`config.mk`:
```
export PLATFORM = sky130hd
export DESIGN_NAME = frcr_compare_irq
export DESIGN_NICKNAME = d
export VERILOG_FILES = /design/src/rtl/frcr_compare_irq_pkg.sv /design/src/rtl/frcr_compare_reach.sv /design/src/rtl/frcr_compare_irq.sv
export SDC_FILE = /design/constraint.sdc
export NUM_CORES = 1
export LEC_CHECK = 0
export BUFFER_PORTS_ARGS = -buffer_cell sky130_fd_sc_hd__buf_4
export CAP_MARGIN = 20
export CORE_UTILIZATION = 59
export DETAILED_ROUTE_END_ITERATION = 16
export HOLD_SLACK_MARGIN = 0.06
export PLACE_DENSITY = 0.91
export SLEW_MARGIN = 0
export SYNTH_ARGS = -nofsm -noshare
export SYNTH_HDL_FRONTEND = slang
export SYNTH_SLANG_ARGS = --single-unit
```
`constraint.sdc`:
```
create_clock -name iCLOCK -period 3.8 [get_ports iCLOCK]
set_input_delay 0.76 -clock iCLOCK [delete_from_list [all_inputs] [get_ports iCLOCK]]
set_output_delay 0.76 -clock iCLOCK [all_outputs]
set_load 0.02 [all_outputs]
```
`src/rtl/frcr_compare_irq_pkg.sv`:
```
// Shared definitions for FRCR compare channels: register map, bit positions
// and the compare-channel state encoding.
package frcr_compare_irq_pkg;

    localparam logic [1:0] ADDR_CTRL    = 2'd0;
    localparam logic [1:0] ADDR_COMPARE = 2'd1;
    localparam logic [1:0] ADDR_PERIOD  = 2'd2;
    localparam logic [1:0] ADDR_STATUS  = 2'd3;

    localparam int CTRL_ENABLE_BIT    = 0;
    localparam int CTRL_PERIODIC_BIT  = 1;
    localparam int STATUS_PENDING_BIT = 0;
    localparam int STATUS_OVERRUN_BIT = 1;

    typedef enum logic [1:0] {
        STATE_IDLE       = 2'b00,
        STATE_ARMED      = 2'b01,
        STATE_PEND       = 2'b10,
        STATE_PEND_ARMED = 2'b11
    } compareState_t;

    function automatic logic isArmed(input compareState_t s);
        return (s == STATE_ARMED) || (s == STATE_PEND_ARMED);
    endfunction

    function automatic logic isPending(input compareState_t s);
        return (s == STATE_PEND) || (s == STATE_PEND_ARMED);
    endfunction

    // Arming and pending are independent flags; this folds them back into one state.
    function automatic compareState_t packState(input logic pending, input logic armed);
        compareState_t s;
        case ({pending, armed})
            2'b00:   s = STATE_IDLE;
            2'b01:   s = STATE_ARMED;
            2'b10:   s = STATE_PEND;
            default: s = STATE_PEND_ARMED;
        endcase
        return s;
    endfunction

endpackage

```
`src/rtl/frcr_compare_reach.sv`:
```
// Wrap-tolerant "counter has reached compare" test: the modular difference
// counter - compare lies in the lower half of the number space.
module frcr_compare_reach #(
    parameter int P_CNT_W = 64
) (
    input  logic [P_CNT_W-1:0] counter,
    input  logic [P_CNT_W-1:0] compare,
    output logic               reached
);

    localparam logic [P_CNT_W-1:0] HALF_RANGE = {1'b1, {(P_CNT_W-1){1'b0}}};

    assign reached = (counter - compare) < HALF_RANGE;

endmodule

```
`src/rtl/frcr_compare_irq.sv`:
```
// Compare/interrupt stage behind the FRCR counter: one-shot or periodic
// compare with a level interrupt held until acknowledged.
module frcr_compare_irq
    import frcr_compare_irq_pkg::*;
#(
    parameter int P_CNT_W = 64
) (
    input  logic               iCLOCK,
    input  logic               iRESET_SYNC,
    input  logic [P_CNT_W-1:0] iCOUNTER,
    input  logic               iCONF_WR_ENA,
    input  logic               iCONF_RD_ENA,
    input  logic [1:0]         iCONF_ADDR,
    input  logic [P_CNT_W-1:0] iCONF_DATA,
    output logic               oCONF_VALID,
    output logic [P_CNT_W-1:0] oCONF_DATA,
    output logic               oIRQ_VALID,
    input  logic               iIRQ_ACK
);

    compareState_t      state, stateNext;
    logic [P_CNT_W-1:0] compareReg, compareNext;
    logic [P_CNT_W-1:0] periodReg, periodNext;
    logic               periodicReg, periodicNext;
    logic               overrunReg, overrunNext;
    logic [P_CNT_W-1:0] readValue;
    logic               reached;
    logic               configWrite;
    logic               armedNext, pendingNext;

    frcr_compare_reach #(.P_CNT_W(P_CNT_W)) uReach (
        .counter (iCOUNTER),
        .compare (compareReg),
        .reached (reached)
    );

    // STATUS writes are dropped entirely, so they must not suppress a match either.
    assign configWrite = iCONF_WR_ENA && (iCONF_ADDR != ADDR_STATUS);

    always_comb begin
        readValue = '0;
        case (iCONF_ADDR)
            ADDR_CTRL: begin
                readValue[CTRL_ENABLE_BIT]   = isArmed(state);
                readValue[CTRL_PERIODIC_BIT] = periodicReg;
            end
            ADDR_COMPARE: readValue = compareReg;
            ADDR_PERIOD:  readValue = periodReg;
            default: begin
                readValue[STATUS_PENDING_BIT] = isPending(state);
                readValue[STATUS_OVERRUN_BIT] = overrunReg;
            end
        endcase
    end

    always_comb begin
        armedNext    = isArmed(state);
        pendingNext  = isPending(state);
        compareNext  = compareReg;
        periodNext   = periodReg;
        periodicNext = periodicReg;
        overrunNext  = overrunReg;

        if (iCONF_RD_ENA && (iCONF_ADDR == ADDR_STATUS)) begin
            overrunNext = 1'b0;
        end
        if (iIRQ_ACK) begin
            pendingNext = 1'b0;
        end

        if (iCONF_WR_ENA) begin
            case (iCONF_ADDR)
                ADDR_CTRL: begin
                    armedNext    = iCONF_DATA[CTRL_ENABLE_BIT];
                    periodicNext = iCONF_DATA[CTRL_PERIODIC_BIT];
                end
                ADDR_COMPARE: compareNext = iCONF_DATA;
                ADDR_PERIOD:  periodNext  = iCONF_DATA;
                default: ;
            endcase
        end

        // A configuration write in the same cycle discards the match.
        if (!configWrite && isArmed(state) && reached) begin
            if (periodicReg && (periodReg != '0)) begin
                compareNext = compareReg + periodReg;
            end else begin
                armedNext = 1'b0;
            end
            if (isPending(state) && !iIRQ_ACK) begin
                overrunNext = 1'b1;
            end
            pendingNext = 1'b1;
        end

        stateNext = packState(pendingNext, armedNext);
    end

    always_ff @(posedge iCLOCK) begin
        if (iRESET_SYNC) begin
            state       <= STATE_IDLE;
            compareReg  <= '0;
            periodReg   <= '0;
            periodicReg <= 1'b0;
            overrunReg  <= 1'b0;
            oCONF_VALID <= 1'b0;
            oCONF_DATA  <= '0;
        end else begin
            state       <= stateNext;
            compareReg  <= compareNext;
            periodReg   <= periodNext;
            periodicReg <= periodicNext;
            overrunReg  <= overrunNext;
            oCONF_VALID <= iCONF_RD_ENA;
            if (iCONF_RD_ENA) begin
                oCONF_DATA <= readValue;
            end
        end
    end

    assign oIRQ_VALID = isPending(state);

endmodule

```
==> results.md, run 1 <==
* WL/cell at 19.5 um
* Worst path required time at approximately 4 ns
* Max Cap Viol at 0
* Pwr/cell area at ~300 nW/um2
* Leakage at 6.64 nW
* Design Power at 4.81 mW
* Inst Count DP at 2,278
* Total Neg Setup Slack at 0 ns
* Postcts setup bufs at 0
* Syn_area_per_cell at 7.50 um2
* Ys async rst share at 0%
* Post-synthesis sequential area ratio at 28.3%
* CTS Hold Buffers Added at 0
* Register area at 3940 um2
* First-pass GRT wire length at around 72,000 um
* FP Rows at 55
* Commonest non-fill, non-tap cell in the layout: nand2_1
* Clk buf depth at 2
* FMAX at 284 MHz
* Initial core utilization at 60.9%
* Remaining Overflow, GRT at 0
* Share of layout cells above drive strength 1 at 14.6%
* Vias at 14,892
* Synth Warn # at 0
* Post-layout util at 70.9%
* ANT nets after route at 0
* DP Worst Slack at -0.139 ns
* Post-synthesis cell area at 14,000 um2
* Port Buf Inserts at 200
* Core box area at 22,900 um2
* DRC viols at 0
* Post-Layout Cell Count at about 2,300
* Number of synthesized flops with an enable pin at 0
* Slew @ Worst Pin at roughly 0.83 ns
* Slew headroom at roughly 45%
* I/O pin total at 201
* #FFs+latches synth at between 150 and 200
* Final #Nets at roughly 2,200
* Area growth from synthesis to layout at 16.4%
* Initial antenna violation count at 1
* H-tree depth at 4
* Drt first pass iters at 6
* Max VDD drop at 0.000227 V
* CP Class: flop to flop
* Crit-path max FO at 15
* Syn nets at 2,125
* Final Wtd Congestion at 0.999
* Status: finished, final reports clean
* Hold Crit Class: flop to flop
* Total Routing Usage GR at around 37%
* Crit. End Element: flop
* Startpoint Class: flop
* Detail Placement HPWL at 33,300 um
* Tmin final at 3.52 ns
* CP arrival at about 3.8 ns
* Unrepaired setup endpoints after global routing: no
* DIE HEIGHT at 156 um
* Final hold vios at 0
* Combined area of the multi-input logic cells at 9240 um2
* Cts bufs inserted at 17
* # fillers at about 1,800
* Clk sinks at just under 200
* Vias in the first global route at 14,154
* DR iter-0 viols at 1,894
* Worst Clk Skew at 0.0143 ns
* Most frequent cells in the layout: 257 x nand2_1, 238 x a21oi_1, 228 x buf_4
* CTS tree: done
* Largest net degree at the start of global routing at 80
* Die width at 156 um
* Die area at 24,300 um2
* Worst-Skew Late Latency at 0.44 ns
* Synth cell types at 68
* CTS root buf: clkbuf_16
* Hold Worst Slack at 0.509 ns
* Tcrit/Tclk final at 92.5%
* Setup WS post-layout at 0.285 ns
* # diodes at 0
* DR vias/cell at around 6.4
* Top FF cell, synth: dfxtp_1
* Slew Viols, Final at 0
* Post-route cell area at 16,200 um2
* Cells after Synth at 1,860
* Final wirelength at 45,000 um
* Final setup fails at 0
* Clock Pin Slew Worst Setup and Hold Paths at 0.08 ns
* Dpl cell area at 15,700 um2
path summary, 6_finish.rpt:
check                 start        endpoint  slack, ns  cells past startpoint
min           periodReg[22]   periodReg[22]       0.51                      2
max          compareReg[29]  compareReg[25]       0.28                     13
max reg2reg  compareReg[29]  compareReg[25]       0.28                     13
min reg2reg   periodReg[22]   periodReg[22]       0.51                      2
kinds of logic after synthesis:
family	after synthesis	synth area share, %
buffers and inverters	212	5.78
and+or+nand+nor	695	23.4
DFF	197	28.3
muxes	11	0.834
adders and majority gates	130	11.7
xor gates and xnor gates	58	3.64
AOI/OAI and AO/OA	557	26.4
registers in the layout, summed over array words and instances, names as in the netlist:
signal       flops
compareReg      64
oCONF_DATA      64
periodReg       64
state            2
oCONF_VALID      1
overrunReg       1
periodicReg      1
cell type report:
| type | instances | area share (%) |
|---|---|---|
| clock buffers | 17 | 2.62 |
| flip-flops and latches | 197 | 24.3 |
| well taps | 313 | 2.41 |
| inverters | 85 | 1.96 |
| multi-input cells | 1451 | 56.9 |
| clock inverters | 14 | 0.863 |
| repair buffers | 232 | 11.0 |
cells in the mapped netlist (all sizes together) (4+ instances only):
master / number / area (um2)
nand2: 262 / 991
a21oi: 238 / 1190
dfxtp: 197 / 3940
ha: 129 / 1610
nor2: 121 / 457
clkbuf: 108 / 405
inv: 85 / 319
nand3: 83 / 415
a22o: 63 / 552
nor2b: 63 / 394
nor3: 61 / 305
o21ai: 61 / 305
a311oi: 54 / 473
a21o: 37 / 278
nand4: 35 / 219
xnor2: 35 / 307
nor4: 26 / 178
xor2: 23 / 201
buf: 19 / 82.6
o21bai: 16 / 120
a211oi: 14 / 110
and3: 14 / 87.6
o21a: 8 / 60.1
a221oi: 7 / 61.3
and2: 7 / 43.8
o31ai: 7 / 66.3
a2111oi: 6 / 52.6
a31oi: 6 / 37.5
mux2i: 6 / 60.1
o211ai: 6 / 45.0
mux2: 5 / 56.3
nand2b: 5 / 31.3
or2: 5 / 31.3
a21boi: 4 / 30.0
and4: 4 / 35.0
routing by layer:
metal	up-vias	track usage [%]	share of wire [%]
met5	-	0	0.029
met2	769	60.8	47
met1	7015	48.0	42
met3	127	5.19	8.0
met4	2	16.2	3.4
li1	6979	-	-
power breakdown:
part	internal [mW]	total (mW)	switching, mW
combinational	0.319	0.800	0.481
sequential	2.12	2.18	0.0663
clock	0.923	1.83	0.907
critical path, cell delays in order, from the launching register on:
cell and delay [ns]:
dfxtp_1 0.42, inv_1 0.07, ha_1 0.31, nand4_1 0.18
nor4_2 0.36, a22oi_1 0.14, o211a_1 0.14, o21ai_1 0.22
a21oi_1 0.13, o21bai_1 0.28, mux2_2 0.51, buf_4 0.25
nor3_1 0.26, a311oi_1 0.09
what timing repair did:
item                                    4_1_cts  5_1_grt
hold endpoints to repair                      0        0
gates resized for setup                       0        1
endpoints found under the setup margin        0        1
Power figures use the tool's default switching activity.
==> inputs of run 2 (changes only) <==
--- a/config.mk
+++ b/config.mk
@@ -9,6 +9,6 @@
 export CAP_MARGIN = 20
-export CORE_UTILIZATION = 59
+export CORE_UTILIZATION = 53
 export DETAILED_ROUTE_END_ITERATION = 16
 export HOLD_SLACK_MARGIN = 0.06
-export PLACE_DENSITY = 0.91
+export PLACE_DENSITY = 0.87
 export SLEW_MARGIN = 0
==> constraint.sdc (replaced) <==
create_clock -name iCLOCK -period 3 [get_ports iCLOCK]
set_input_delay 0.3 -clock iCLOCK [delete_from_list [all_inputs] [get_ports iCLOCK]]
set_output_delay 0.3 -clock iCLOCK [all_outputs]
set_load 0.02 [all_outputs]
==> run 2 against run 1 <==
Net effect:
- worst setup slack got worse by 0.45 ns
- critical path depth increased by 1
- the run now ends with setup timing left
- first-iteration DRC count increased by 3.9%
- worst hold slack got worse by 0.41 ns
- count of clock-buffer cells in the layout increased by 4
- clock skew decreased by 0.0040 ns
- core utilization increased by 3.4 points
==> results.md, run 2 (synthesis gave the netlist of run 1 again) <==
* Worst-Skew Late Latency at 0.45 ns
* DR iter-0 viols at 1,967
* Die width at roughly 160 um
* Total Routing Usage GR at 36.2%
* ANT nets after route at 0
* Register area at a little under 4000 um2
* Seq pwr share at 43.3%
* Most frequent cells in the layout: 475 x buf_4, 254 x nand2_1, 226 x a21oi_1
* Share of layout cells above drive strength 1 at 31.0%
* Clk sinks at a little under 200
* Worst Clk Skew at 0.0103 ns
* Port Buf Inserts at 200
* Commonest non-fill, non-tap cell in the layout: buf_4
* CP arrival at 3.51 ns
* Sw Ratio at a little over 30%
* Inst Count DP at 2,548
* RR Startpoint: compareReg[24]
* Int Pwr at about 4.4 mW
* Final wirelength at 53,100 um
* Remaining Overflow, GRT at 0
* DP Worst Slack at -0.328 ns
* Initial core utilization at 53.8%
* Worst setup endpoint: compareReg[5]
* Largest registers: compareReg x64, oCONF_DATA x64, periodReg x64
* Hold Crit Class: input port to flop
* Max Cap Viol at 0
* Die area at 27,000 um2
* Reg2reg setup slack at -0.16 ns
* Clock network fraction of total power at 35.6%
* Final #Nets at 2,514
* Slew Viols, Final at 0
* DRC viols at 0
* H-tree depth at 4
* Startpoint Class: flop
* DR vias/cell at 6.41
* Clock Pin Slew Worst Setup and Hold Paths at 0.08 ns
* Final setup fails at 59
* Setup WS post-layout at -0.161 ns
* Initial antenna violation count at 0
* DIE HEIGHT at 164 um
* CTS tree: done
* Vias in the first global route at approximately 16,000
* Slew headroom at between 40% and 50%
* Net load switching power at 1.97 mW
* Tcrit/Tclk final at 105%
* Worst path required time at between 3 and 4 ns
* Unrepaired setup endpoints after global routing: yes
* Final Wtd Congestion at 0.989
* Core box area at 25,900 um2
* Final hold vios at 0
* Status: finished, violations left
* Crit-path max FO at 7
* Combinational share of power at 21.1%
* Worst R2R Path Depth at 14
* Failing checks: setup timing
* Setup crit start: compareReg[24]
* # fillers at 1,757
* Max VDD drop at between 0.0002 and 0.00025 V
* Pwr/cell area at 329 nW/um2
* Detail Placement HPWL at 36,500 um
* Post-layout util at 74.3%
* Post-Layout Cell Count at 2,597
* Cts bufs inserted at 17
* CP Class: flop to flop
* Combined area of the multi-input logic cells at slightly above 10,000 um2
* Tmin final at between 3 and 4 ns
* Area growth from synthesis to layout at 38.0%
* Drt first pass iters at 8
* First-pass GRT wire length at 77,800 um
* Endpoint of the worst register-to-register path: compareReg[5]
* Total Neg Setup Slack at -4.30 ns
* Largest net degree at the start of global routing at 122
* Clk buf depth at 2
* I/O pin total at 201
* WL/cell at 20.5 um
* CTS Hold Buffers Added at 0
* FMAX at 316 MHz
* Vias at 16,655
* Leakage at 8.16 nW
* Crit. End Element: flop
* # diodes at 0
* CTS root buf: clkbuf_16
* Slew @ Worst Pin at slightly above 0.8 ns
* FP Rows at 59
==> run 2: area by class of cell <==
class                      count  share of cell area [%]
multi-input combinational   1452                    52.2
sequential                   197                    20.6
timing repair buffer         496                    20.5
clock buffer                  21                    2.34
tap                          335                    2.18
inverter                      85                    1.67
clock inverter                11                   0.474
==> run 2: worst max-delay path, stage by stage, from the launching register on <==
cell	delay, ns
dfxtp_2	0.34
inv_1	0.07
ha_4	0.27
nand4_1	0.12
nor4_2	0.40
a22oi_1	0.18
o211a_1	0.18
o21ai_4	0.11
a21oi_2	0.11
o21bai_4	0.20
mux2i_2	0.28
buf_6	0.18
nand2_8	0.11
buf_12	0.20
a311oi_2	0.29
==> run 2: worst min path at each step <==
stage	start	to	slack (ns)	cells after the start
final	iCONF_DATA[9]	periodReg[9]	0.1	3
after global placement	oCONF_DATA[0]	oCONF_DATA[0]	0.48	2
after floorplan	iCONF_DATA[0]	periodReg[0]	0.44	2
after detailed placement	periodReg[56]	periodReg[56]	0.50	2
after global routing	iCONF_DATA[9]	periodReg[9]	0.10	3
after CTS	iCONF_DATA[9]	periodReg[9]	0.1	3
==> run 2: repair_timing <==
item	CTS	global route
pin swaps	10	30
gates resized for setup	32	161
gates cloned	0	8
endpoints found under the setup margin	67	64
setup buffers	1	9
==> run 2: per-stage QoR <==
stage	hold WS, ns	area, um2	power, mW
6_report	0.0978	19300	6.33
2_1_floorplan	0.436	14000	3.40
5_1_grt	0.103	19300	6.51
4_1_cts	0.0982	18200	6.18
3_5_place_dp	0.496	17600	3.98
3_3_place_gp	0.477	17600	3.95
==> run 2: power groups by stage <==
stage,clock network (mW),registers (mW),logic (mW)
after global placement,0,2.79,1.16
after floorplan,0,2.80,0.608
after global routing,2.35,2.74,1.42
after CTS,2.24,2.73,1.21
after detailed placement,0,2.79,1.19
final,2.26,2.74,1.33
==> run 2: metal layers <==
metal | vias to the layer above | wire, um | global-route usage, %
li1 | 7493 | - | -
met1 | 7779 | 20300 | 44.9
met2 | 1113 | 24800 | 60.7
met3 | 270 | 5030 | 5.61
met4 | 0 | 3070 | 17.7
met5 | - | 0 | 0
